===== config.mk =====
export PLATFORM = sky130hd
export DESIGN_NAME = lcd_ctrl
export DESIGN_NICKNAME = d
export VERILOG_FILES = /design/src/rtl/lcd_ctrl.sv
export SDC_FILE = /design/constraint.sdc
export NUM_CORES = 1
export LEC_CHECK = 0
export BUFFER_PORTS_ARGS = -buffer_cell sky130_fd_sc_hd__buf_4
export CORE_MARGIN = 4
export CORE_UTILIZATION = 55
export DETAILED_ROUTE_END_ITERATION = 7
export PLACE_DENSITY = 0.81
export SLEW_MARGIN = 20
export SYNTH_ARGS = -nofsm -noshare
export SYNTH_HDL_FRONTEND = slang
export SYNTH_SLANG_ARGS = --single-unit

===== constraint.sdc =====
create_clock -name SYS_clk -period 25.5 [get_ports SYS_clk]
set_clock_uncertainty 0.15 [all_clocks]
set_input_delay 5.1 -clock SYS_clk [delete_from_list [all_inputs] [get_ports SYS_clk]]
set_output_delay 5.1 -clock SYS_clk [all_outputs]
set_load 0.05 [all_outputs]

===== src/rtl/lcd_ctrl.sv =====
// lcd_ctrl: HD44780 16x2 write-only controller with 32-byte char buffer.
// Ports: SYS_clk/SYS_rst, wr_en/wr_addr/wr_data buffer write,
//   init_done/frame_done status, LCD_DATA/EN/RS/RW/ON pins.
// Option: LCD_CTRL_DIRTY_EN idles between frames until a write.
module lcd_ctrl #(
  parameter int INIT_WAIT  = 750000,
  parameter int EN_CYCLES  = 12,
  parameter int CMD_WAIT   = 2500,
  parameter int CLEAR_WAIT = 82000
) (
  input  logic       SYS_clk,
  input  logic       SYS_rst,
  input  logic       wr_en,
  input  logic [4:0] wr_addr,
  input  logic [7:0] wr_data,
  output logic       init_done,
  output logic       frame_done,
  output logic [7:0] LCD_DATA,
  output logic       LCD_EN,
  output logic       LCD_RS,
  output logic       LCD_RW,
  output logic       LCD_ON
);

  localparam int MAXW =
    (INIT_WAIT > CLEAR_WAIT) ? INIT_WAIT : CLEAR_WAIT;
  localparam int CW = $clog2(MAXW + 1);

  localparam logic [CW-1:0] INIT_LAST = CW'(INIT_WAIT - 1);
  localparam logic [CW-1:0] EN_LAST   = CW'(EN_CYCLES - 1);
  localparam logic [CW-1:0] CMD_LAST  = CW'(CMD_WAIT - 1);
  localparam logic [CW-1:0] CLR_LAST  = CW'(CLEAR_WAIT - 1);
  localparam logic [CW-1:0] ONE       = CW'(1);

  typedef enum logic [2:0] {
    PWR_WAIT, INIT, ADDR1, LINE1, ADDR2, LINE2, IDLE
  } top_t;

  typedef enum logic [1:0] {
    SETUP, PULSE, HOLD
  } ph_t;

  top_t          top_q, top_d;
  ph_t           ph_q, ph_d;
  logic [3:0]    idx_q, idx_d;
  logic [CW-1:0] cnt_q, cnt_d;
  logic [CW-1:0] hold_last;
  logic [7:0]    data_q;
  logic          rs_q;
  logic          init_q;
  logic [7:0]    mem_q [32];
  logic          start;
  logic          frame_end;
  logic [7:0]    pay_data;
  logic          pay_rs;
  logic          dirty_q;

  // Only the clear command (third init step) needs the long wait.
  always_comb begin
    hold_last = CMD_LAST;
    if (top_q == INIT && idx_q == 4'd2) hold_last = CLR_LAST;
  end

  always_comb begin
    top_d     = top_q;
    ph_d      = ph_q;
    idx_d     = idx_q;
    cnt_d     = cnt_q;
    start     = 1'b0;
    frame_end = 1'b0;
    unique case (top_q)
      PWR_WAIT: begin
        if (cnt_q == INIT_LAST) begin
          top_d = INIT;
          idx_d = 4'd0;
          start = 1'b1;
        end else begin
          cnt_d = cnt_q + ONE;
        end
      end
      IDLE: begin
        if (dirty_q) begin
          top_d = ADDR1;
          idx_d = 4'd0;
          start = 1'b1;
        end
      end
      default: begin
        unique case (ph_q)
          SETUP: begin
            ph_d  = PULSE;
            cnt_d = '0;
          end
          PULSE: begin
            if (cnt_q == EN_LAST) begin
              ph_d  = HOLD;
              cnt_d = '0;
            end else begin
              cnt_d = cnt_q + ONE;
            end
          end
          HOLD: begin
            if (cnt_q != hold_last) begin
              cnt_d = cnt_q + ONE;
            end else begin
              start = 1'b1;
              idx_d = idx_q + 4'd1;
              unique case (top_q)
                INIT: begin
                  if (idx_q == 4'd3) begin
                    top_d = ADDR1;
                    idx_d = 4'd0;
                  end
                end
                ADDR1: begin
                  top_d = LINE1;
                  idx_d = 4'd0;
                end
                LINE1: begin
                  if (idx_q == 4'd15) begin
                    top_d = ADDR2;
                    idx_d = 4'd0;
                  end
                end
                ADDR2: begin
                  top_d = LINE2;
                  idx_d = 4'd0;
                end
                default: begin
                  if (idx_q == 4'd15) begin
                    top_d     = ADDR1;
                    idx_d     = 4'd0;
                    frame_end = 1'b1;
`ifdef LCD_CTRL_DIRTY_EN
                    if (!dirty_q) begin
                      top_d = IDLE;
                      start = 1'b0;
                    end
`endif
                  end
                end
              endcase
            end
          end
          default: ;
        endcase
      end
    endcase
    if (start) begin
      ph_d  = SETUP;
      cnt_d = '0;
    end
  end

  // Payload of the transaction being entered; mem_q is the
  // pre-write value when a write lands on the same edge.
  always_comb begin
    pay_data = 8'h00;
    pay_rs   = 1'b0;
    unique case (top_d)
      INIT: begin
        unique case (idx_d[1:0])
          2'd0: pay_data = 8'h38;
          2'd1: pay_data = 8'h0C;
          2'd2: pay_data = 8'h01;
          default: pay_data = 8'h06;
        endcase
      end
      ADDR1: pay_data = 8'h80;
      ADDR2: pay_data = 8'hC0;
      LINE1, LINE2: begin
        pay_data = mem_q[{top_d == LINE2, idx_d}];
        pay_rs   = 1'b1;
      end
      default: ;
    endcase
  end

  always_ff @(posedge SYS_clk or posedge SYS_rst) begin
    if (SYS_rst) begin
      top_q  <= PWR_WAIT;
      ph_q   <= SETUP;
      idx_q  <= '0;
      cnt_q  <= '0;
      data_q <= 8'h00;
      rs_q   <= 1'b0;
      init_q <= 1'b0;
      for (int i = 0; i < 32; i++) mem_q[i] <= 8'h20;
    end else begin
      top_q <= top_d;
      ph_q  <= ph_d;
      idx_q <= idx_d;
      cnt_q <= cnt_d;
      if (start) begin
        data_q <= pay_data;
        rs_q   <= pay_rs;
        if (top_d == ADDR1) init_q <= 1'b1;
      end
      if (wr_en) mem_q[wr_addr] <= wr_data;
    end
  end

`ifdef LCD_CTRL_DIRTY_EN
  // A write on the frame-start edge keeps dirty set.
  always_ff @(posedge SYS_clk or posedge SYS_rst) begin
    if (SYS_rst) begin
      dirty_q <= 1'b0;
    end else if (wr_en) begin
      dirty_q <= 1'b1;
    end else if (start && top_d == ADDR1) begin
      dirty_q <= 1'b0;
    end
  end
`else
  assign dirty_q = 1'b0;
`endif

  assign LCD_EN     = (ph_q == PULSE);
  assign LCD_DATA   = data_q;
  assign LCD_RS     = rs_q;
  assign LCD_RW     = 1'b0;
  assign LCD_ON     = 1'b1;
  assign init_done  = init_q;
  assign frame_done = frame_end;

endmodule

# Word level (Yosys, flattened, before mapping)

Index checks and enable logic that the tools add are counted.

Bits in registers: 295
Input bits: 16
Output and inout bits: 14

Add/sub/neg operators: 2
$lt $le $gt $ge: 3
Eq/ne operators: 25
Mux-type cells: 44
Bitwise gates (word level): 2
Reduce and logical (&&, ||, !) cells: 14

Operators by type and width:

| cell                    | number |
|---|---|
| $bwmux W256             | 1 |
| $mux W20                | 4 |
| $pmux W20 S3            | 1 |
| $bmux W8 S5             | 1 |
| $demux W8 S5            | 1 |
| $pmux W20 S2            | 1 |
| $pmux W8 S4             | 1 |
| $mux W8                 | 3 |
| $add A20 B1 Y20 const B | 1 |
| $eq A20 B20 Y1 const B  | 1 |
| $eq A20 B4 Y1 const B   | 1 |
| $mux W4                 | 5 |
| $ne A20 B20 Y1          | 1 |
| $mux W3                 | 6 |
| $pmux W6 S3             | 1 |
| $mux W17                | 1 |
| $pmux W4 S2             | 2 |
| $eq A3 B2 Y1 const B    | 4 |
| $eq A3 B3 Y1 const B    | 4 |
| $ge A6 B6 Y1 const B    | 2 |
| $not A5 Y6              | 2 |
| $pmux W3 S4             | 1 |
| $mux W1                 | 9 |
| $eq A4 B2 Y1 const B    | 2 |
| other kinds (25)        | 34 |

# Depth between registers and ports, before layout

Gate-level depths: netlist (run 1).

Depth after elaboration: 13
Gate-level depth with buffers: 15
Mapped depth without buffers: 13

# Worst setup path after synthesis (run 1)

Ideal clock, no wire load.

Kind: reg2out
From: register top_q[2]
To: output frame_done
Data arrival time: 3.140 ns
Data required time: 20.250 ns
Slack: 17.110 ns
Cell stages (with the launch flop): 6
Path buffers: 1
Path through: dfrtp_1 > buf_6 > or4_4 > o41a_1 > a2111o_2 > nor3_1

Word-level cells in the longest chain between the ends: 7

RTL lines:

| item                   | line    | source |
|---|---|---|
| from (decl)            | 43      | `top_t top_q, top_d;` |
| from (signal assigned) | 190     | `top_q <= top_d;` |
| $eq A3 B1 Y1           | 61, 108 |  |
| $logic_and A1 B1 Y1    | 61      | `if (top_q == INIT && idx_q == 4'd2) hold_last = CLR_LAST;` |
| $mux W17               | 61      |  |
| $ne A20 B20 Y1         | 103     | `if (cnt_q != hold_last) begin` |
| $mux W1                | 103     |  |
| $mux W1                | 89      | `unique case (ph_q)` |
| $mux W1 (*)            | 71      | `unique case (top_q)` |
| to (decl)              | 17      | `output logic frame_done,` |

Mark *: on every way between the ends. The rest lies on a longest branch, timed or not.

# Final worst setup path (run 1)

Same ends and word-level chain as after synthesis.

==> results of run 1 <==
[state kept, by name (all words and copies together) (netlist names)]
register   flops
mem_q        256
cnt_q         20
LCD_DATA       8
idx_q          4
top_q          3
ph_q           2
LCD_RS         1
init_done      1
[power by group through the flow]
stage	sequential [mW]	clock, mW	combinational, mW
final	0.594	0.420	0.142
after global routing	0.603	0.446	0.156
after CTS	0.593	0.425	0.142
after detailed placement	0.601	0	0.141
after global placement	0.595	0	0.134
after floorplan	0.589	0	0.115
[path summary, 6_finish.rpt]
check,start,to,slack (ns),cells after the start
setup / recovery,top_q[2]$_DFF_PP0_,frame_done,17.17,5
hold reg to reg,init_done$_DFFE_PP0P_,init_done$_DFFE_PP0P_,0.32,1
hold / removal,init_done$_DFFE_PP0P_,init_done$_DFFE_PP0P_,0.32,1
max in group asynchronous,SYS_rst,mem_q[104]$_DFFE_PP0P_,18.41,4
min in group asynchronous,SYS_rst,mem_q[178]$_DFFE_PP0P_,4.48,2
setup reg to reg,top_q[2]$_DFF_PP0_,LCD_DATA[2]$_DFFE_PP0P_,19.75,12
[cells by family (layout without fill, tap and decap cells)]
group                      count (synthesis)  after routing
adders and majority gates                  6              6
other                                      2              2
AOI/OAI and AO/OA                        156            156
DFF                                      295            295
buffers and inverters                     93            108
muxes                                    329            329
xor gates and xnor gates                   7              7
and+or+nand+nor                          391            391
[final cells by class]
cell class	count	area, um^2
fillers	2013	10200
flip-flops and latches	295	7420
multi-input cells	891	6730
clock buffers	50	855
well taps	335	419
repair buffers	40	300
inverters	15	68.8
clock inverters	3	65.1
[layer usage]
metal	routed length [um]	global-route usage	part of all wire
met1	15400	0.360	0.42
met2	16700	0.393	0.46
met3	3310	0.0578	0.090
met4	1250	0.0816	0.034
met5	0	0	0
[cells in the final DEF, fill, tap and decap left out, types with 22 or more instances in the layout]
| cell | instances |
|---|---|
| mux2_2 | 270 |
| nor2_1 | 58 |
| o21ai_0 | 28 |
| nand3_1 | 52 |
| mux2i_1 | 58 |
| buf_4 | 40 |
| dfstp_2 | 32 |
| nand2_1 | 185 |
| clkbuf_16 | 29 |
| dfrtp_1 | 263 |
| nand4_1 | 22 |
[Yosys cell counts (3+ instances only)]
cell type	count
dfstp_2	32
o21ai_0	28
or2_2	5
xor2_1	5
nand3_1	52
and4_1	4
nor3b_1	5
o21ai_1	6
nand4_1	22
a31oi_1	16
ha_1	6
inv_2	4
a21o_1	4
o22ai_1	6
or3_1	4
a311oi_1	7
a21oi_1	16
nor2_1	59
a21boi_0	9
buf_2	21
nand2_1	186
buf_4	5
a211oi_1	17
nand3b_1	3
inv_1	11
mux2i_1	58
mux2_2	270
and3_1	17
nor4_1	4
dfrtp_1	263
o211ai_1	4
clkbuf_1	49
nor3_1	12
o31ai_1	7
a32oi_1	6
a211o_1	4
[per-stage QoR]
stage	instances	hold WS (ns)	instance area, um^2
after floorplan	1279	0.323	14500
after global placement	1576	0.305	14900
after detailed placement	1576	0.310	14900
after CTS	1629	0.324	15900
after global routing	1629	0.332	15900
final	1629	0.325	15900
==> impl_table.tex, run 1 <==
\begin{tabular}{lr}
\hline
Metric & Value \\
\hline
\multicolumn{2}{l}{\textbf{Clock network}} \\
Skew-Pair Late Insertion Delay & 0.54 ns \\
Max Root-Sink Buffers & 3 \\
Number of gates given a new drive strength after cts & 0 \\
CTS tree & done \\
Maximum level of the CTS H-tree & 1 \\
CTS Sinks & 295 \\
Clock Pin Slew Worst Setup and Hold Paths & 0.06 ns \\
Root cell of the clock tree & clkbuf\_16 \\
Setup bufs post-CTS & 0 \\
Cts hold-fix bufs & 0 \\
Inserted Clock Buffers & 29 \\
\multicolumn{2}{l}{\textbf{Synth}} \\
Number of library cell types mapped by synthesis & 74 \\
Combinational family with the most area after synthesis & multiplexers \\
Dominant cells by area after synthesis & dfrtp\_1 45\%, mux2\_2 21\%, dfstp\_2 5.8\%, nand2\_1 4.8\%, mux2i\_1 4.0\% \\
Combined area of all synthesized cells & 14500 um\^{}2 \\
Number of instances in the synthesized netlist & 1279 \\
Share of the synthesized area in the top cell type & 0.453 \\
Synth async-reset ratio & 1.00 \\
Post-synth EDFFs & 0 \\
Avg Synthesized Cell Area & 11.4 um\^{}2 \\
Proportion of synthesized area in mux cells & 0.250 \\
Sequential area share after synthesis & 0.510 \\
Main flop type after synthesis & dfrtp\_1 \\
FF+latch count, synth & 295 \\
Post-synthesis xor/xnor area fraction & 0.00422 \\
Synth Area in Adders & 0.00516 \\
Cell taking the most area after synthesis & dfrtp\_1 \\
Synth warnings & 0 \\
Number of nets in the synthesized netlist & 1301 \\
Compound-Gate Fraction of Synth Area & 0.0765 \\
Post-synthesis share of cell area spent on and, or, nand and nor gates & 0.125 \\
\multicolumn{2}{l}{\textbf{Setup path}} \\
Crit path arrival time & 3.08 ns \\
Maximum fanout along the worst path & 10 \\
Gate family responsible for the most delay along the worst path & compound AO/OA/AOI/OAI gates \\
Sort of element at the start of the critical path & register \\
Buf+Inv Stages, Crit Path & 1 \\
Required time of the critical path & 20.25 ns \\
Slowest stage cell, crit path & or4\_4 \\
Setup Crit Path Kind & register to output port \\
Crit path cell chain & or4\_4 -> o41a\_1 -> a2111o\_2 -> nor3\_1 -> buf\_4 \\
Crit-path max cell delay & about 0.6 ns \\
Sort of element at the end of the critical path & output port \\
\multicolumn{2}{l}{\textbf{Floorplanning}} \\
Die outline width & 171 um \\
Boundary pin count & 30 \\
Floorplan Core Area & 26100 um\^{}2 \\
Initial Util & 0.558 \\
Full die area & 29100 um\^{}2 \\
Die span in y & 171 um \\
Standard-cell row count & 59 \\
\multicolumn{2}{l}{\textbf{Final layout}} \\
Count of antenna diodes in the layout & 0 \\
Layout overhead on the synthesized area & 9.10\% \\
Utilization after layout & 0.609 \\
Ratio of cells with drive above 1 in the final layout & 0.315 \\
Total number of nets in the final design & 1294 \\
\multicolumn{2}{l}{\textbf{Timing}} \\
Final period utilization & 0.327 \\
Final critical-path required period & 8.33 ns \\
Fmax achieved & 120 MHz \\
Unrepaired setup endpoints after global routing & false \\
Number of max-slew violations in the final report & 0 \\
Transition at the pin with the smallest max-transition slack & 1.21 ns \\
Hold violation total from the final report & 0 \\
Setup-violating endpoint count in the final report & 0 \\
Setup TNS & 0 ns \\
Minimum setup slack in the final design & approximately 17 ns \\
Worst slew margin relative to its limit & 0.193 \\
\multicolumn{2}{l}{\textbf{Power}} \\
Total net switching power & $\sim$280 uW \\
Pwr per Cell Area & 72.9 nW/um\^{}2 \\
Max IR drop VDD & a little under 0.00006 V \\
Switching part of the total & 0.239 \\
Sequential share of power & 0.514 \\
Combinational power share & 0.122 \\
Tot Pwr & 1.16 mW \\
Proportion of power drawn by the clock network & 0.363 \\
Internal power summed over all cells & just under 900 uW \\
Leakage power summed over all cells & 7.17 nW \\
\multicolumn{2}{l}{\textbf{Global routing}} \\
Global-route wire length before repair & around 58 mm \\
Antenna violations before repair & 0 \\
Total grt overflow & 0 \\
Pin count of the biggest net entering global routing & 154 \\
Vias in the first global route & 10500 \\
Overall fraction of global-route tracks in use & 0.254 \\
\multicolumn{2}{l}{\textbf{Detailed routing}} \\
WL/cell & between 20 and 25 um \\
Total routed wirelength & approximately 37 mm \\
Remaining number of nets flagged by the antenna check after routing & 0 \\
Post-detailed-route DRC marker count & 0 \\
1st-pass router iterations & 7 \\
Detailed router's first-iteration violation count & around 1400 \\
Total vias in the final route & around 10000 \\
Post-detailed-route via-to-cell ratio & approximately 6.4 \\
\multicolumn{2}{l}{\textbf{Outcome}} \\
Outcome & finished, final reports clean \\
\multicolumn{2}{l}{\textbf{Place}} \\
GP Congestion & 0.899 \\
Port Buf Inserts & 27 \\
Post-detailed-placement half-perimeter wirelength & 23.0 mm \\
Worst-case setup slack after placement & approximately 17 ns \\
\multicolumn{2}{l}{\textbf{Run}} \\
Number of max-cap violations & 0 \\
\multicolumn{2}{l}{\textbf{Worst hold path}} \\
Hold/Removal Path Class & register to register \\
\hline
\end{tabular}
Power figures use the tool's default switching activity.
==> run 2, diff against run 1 <==
clock period = 7.8 ns   (was 25.5 ns; I/O delays follow)
==> impl_table.tex, run 2 (synthesized netlist as in run 1, its figures left out) <==
\begin{tabular}{lr}
\hline
Metric & Value \\
\hline
\multicolumn{2}{l}{\textbf{Outcome}} \\
Outcome & finished, final reports clean \\
\multicolumn{2}{l}{\textbf{Clock network}} \\
Clock Pin Slew Worst Setup and Hold Paths & 0.06 ns (about the same) \\
Skew-Pair Late Insertion Delay & 0.57 ns (+0.03 ns) \\
Maximum level of the CTS H-tree & 1 (unchanged) \\
Root cell of the clock tree & clkbuf\_16 \\
CTS tree & done \\
Cts hold-fix bufs & 0 (unchanged) \\
Max Root-Sink Buffers & 3 (unchanged) \\
Number of gates given a new drive strength after cts & 0 (unchanged) \\
Setup bufs post-CTS & 0 (unchanged) \\
Inserted Clock Buffers & 31 (+6.9\%) \\
CTS Sinks & 295 (unchanged) \\
\multicolumn{2}{l}{\textbf{Place}} \\
Port Buf Inserts & 27 (unchanged) \\
Post-detailed-placement half-perimeter wirelength & 23.7 mm (+3.3\%) \\
GP Congestion & 0.880 (-2.1\%) \\
Dpl cells & 1575 (-0.063\%) \\
\multicolumn{2}{l}{\textbf{Power}} \\
Leakage power summed over all cells & 7.24 nW (+0.90\%) \\
Combinational power share & 0.121 (about the same) \\
Switching part of the total & 0.244 (+0.00560) \\
Sequential share of power & 0.498 (-0.016) \\
Pwr per Cell Area & 244 nW/um\^{}2 (+240\%) \\
Internal power summed over all cells & 2.96 mW (+240\%) \\
Proportion of power drawn by the clock network & 0.381 (+0.018) \\
Max IR drop VDD & 0.000210 V (+260\%) \\
Total net switching power & 956 uW (+250\%) \\
Tot Pwr & 3.91 mW (+240\%) \\
\multicolumn{2}{l}{\textbf{Setup path}} \\
Sort of element at the end of the critical path & register \\
Library cell appearing most often on the critical path & nand4\_1 \\
Crit path cell chain & or4\_4 -> o41a\_1 -> a2111o\_2 -> o31ai\_4 -> nand2\_2 -> inv\_2 -> buf\_4 -> mux2i\_1 -> a32oi\_1 -> nand4\_1 -> nand4\_1 -> mux2\_2 \\
Sort of element at the start of the critical path & register \\
Required time of the critical path & 8.09 ns (-12.16 ns) \\
Setup Crit Path Kind & register to register \\
Crit. Startpoint & top\_q[2]\$\_DFF\_PP0\_ \\
RR Startpoint & top\_q[2]\$\_DFF\_PP0\_ \\
Crit path arrival time & 5.44 ns (+2.36 ns) \\
Crit-path max cell delay & 0.64 ns (+0.05 ns) \\
Slowest stage cell, crit path & inv\_2 \\
Gate family responsible for the most delay along the worst path & compound AO/OA/AOI/OAI gates \\
Buf+Inv Stages, Crit Path & 2 (+1) \\
Maximum fanout along the worst path & 42 (+32) \\
\multicolumn{2}{l}{\textbf{Timing}} \\
Worst Hold Margin & 0.328 ns (+0.00323 ns) \\
Transition at the pin with the smallest max-transition slack & 1.11 ns (-0.0933 ns) \\
Number of max-slew violations in the final report & 0 (unchanged) \\
Worst slew margin relative to its limit & 0.255 (+0.0624) \\
Hold violation total from the final report & 0 (unchanged) \\
Final period utilization & 0.659 \\
Fmax achieved & 194 MHz \\
Unrepaired setup endpoints after global routing & false \\
Final critical-path required period & just over 5 ns \\
Setup TNS & 0 ns (unchanged) \\
Setup-violating endpoint count in the final report & 0 (unchanged) \\
\multicolumn{2}{l}{\textbf{Global routing}} \\
Pin count of the biggest net entering global routing & 193 (+25\%) \\
Global-route wire length before repair & 60.3 mm (+3.3\%) \\
Antenna violations before repair & 0 (unchanged) \\
Total grt overflow & 0 (unchanged) \\
Overall fraction of global-route tracks in use & 0.261 (+0.00729) \\
Vias in the first global route & 10700 (+2.0\%) \\
\multicolumn{2}{l}{\textbf{Final layout}} \\
Max FFs per register & 256 (unchanged) \\
Utilization after layout & 0.614 (+0.00567) \\
Layout overhead on the synthesized area & 10.1\% \\
Leading cell type in the layout, fill and taps excluded & mux2\_2 \\
Commonest cells after routing, fill and taps aside & 270 x mux2\_2, 263 x dfrtp\_1, 185 x nand2\_1 \\
Most flops, register & mem\_q \\
Total number of nets in the final design & 1296 (+0.15\%) \\
Count of antenna diodes in the layout & 0 (unchanged) \\
Number of standard cells in the final layout excluding fillers & 1634 (+0.31\%) \\
Ratio of cells with drive above 1 in the final layout & 0.327 (+0.0119) \\
\multicolumn{2}{l}{\textbf{Floorplanning}} \\
Initial Util & 0.558 (unchanged) \\
Standard-cell row count & 59 (unchanged) \\
Die span in y & 171 um (unchanged) \\
Floorplan Core Area & 26100 um\^{}2 (unchanged) \\
Boundary pin count & 30 (unchanged) \\
Die outline width & 171 um (unchanged) \\
Full die area & 29100 um\^{}2 (unchanged) \\
\multicolumn{2}{l}{\textbf{Detailed routing}} \\
Amount of wire on met2 after detailed routing & 17.6 mm (+5.2\%) \\
Total vias in the final route & 10500 (+0.79\%) \\
WL/cell & 23.1 um (+2.5\%) \\
Post-detailed-route DRC marker count & 0 (unchanged) \\
Post-detailed-route via-to-cell ratio & 6.42 (+0.48\%) \\
Detailed router's first-iteration violation count & 1109 (-21\%) \\
DRT met1 WL & 15.9 mm (+3.2\%) \\
Uppermost layer routed & met4 \\
Total routed wirelength & 37.7 mm (+2.8\%) \\
Remaining number of nets flagged by the antenna check after routing & 0 (unchanged) \\
1st-pass router iterations & 5 (-2) \\
WL met3 & 3.41 mm (+2.8\%) \\
\multicolumn{2}{l}{\textbf{Worst hold path}} \\
Hold path startpoint & init\_done\$\_DFFE\_PP0P\_ \\
Hold/Removal Path Class & register to register \\
\multicolumn{2}{l}{\textbf{Run}} \\
Number of max-cap violations & 0 (unchanged) \\
\hline
\end{tabular}
[run 2: area by class of cell]
cell class / count / area, um^2
clock buffers: 43 / 871
flip-flops and latches: 295 / 7420
fillers: 2006 / 10000
well taps: 335 / 419
inverters: 15 / 60.1
multi-input cells: 891 / 6740
clock inverters: 15 / 165
repair buffers: 40 / 333
[run 2: path summary, 6_finish.rpt]
path                       cells after the start  slack (ns)                 endpoint
setup reg to reg                              12        2.66  LCD_DATA[6]$_DFFE_PP0P_
min in group asynchronous                      2        0.87   mem_q[186]$_DFFE_PP0P_
setup / recovery                              12        2.66  LCD_DATA[6]$_DFFE_PP0P_
hold reg to reg                                1        0.33    init_done$_DFFE_PP0P_
hold / removal                                 1        0.33    init_done$_DFFE_PP0P_
max in group asynchronous                      4        5.22   mem_q[229]$_DFFE_PP1P_
[run 2: through the flow]
stage / instance area, um^2 / setup slack [ns]
floorplan: 14500 / 2.20
global placement: 14900 / 2.84
detailed placement: 14900 / 2.77
CTS: 16000 / 2.70
global route: 16000 / 2.38
finish: 16000 / 2.66
[run 2: layer usage]
metal  global-route usage  vias up
li1                     -     4597
met1                0.363     5332
met2                0.415      493
met3               0.0626       74
met4               0.0722        0
met5                    0        -
[run 2: power groups by stage]
stage / registers [mW] / clock network [mW] / logic, mW
CTS: 1.95 / 1.51 / 0.472
detailed placement: 1.97 / 0 / 0.469
finish: 1.95 / 1.49 / 0.472
floorplan: 1.93 / 0 / 0.376
global route: 1.98 / 1.57 / 0.522
global placement: 1.95 / 0 / 0.449
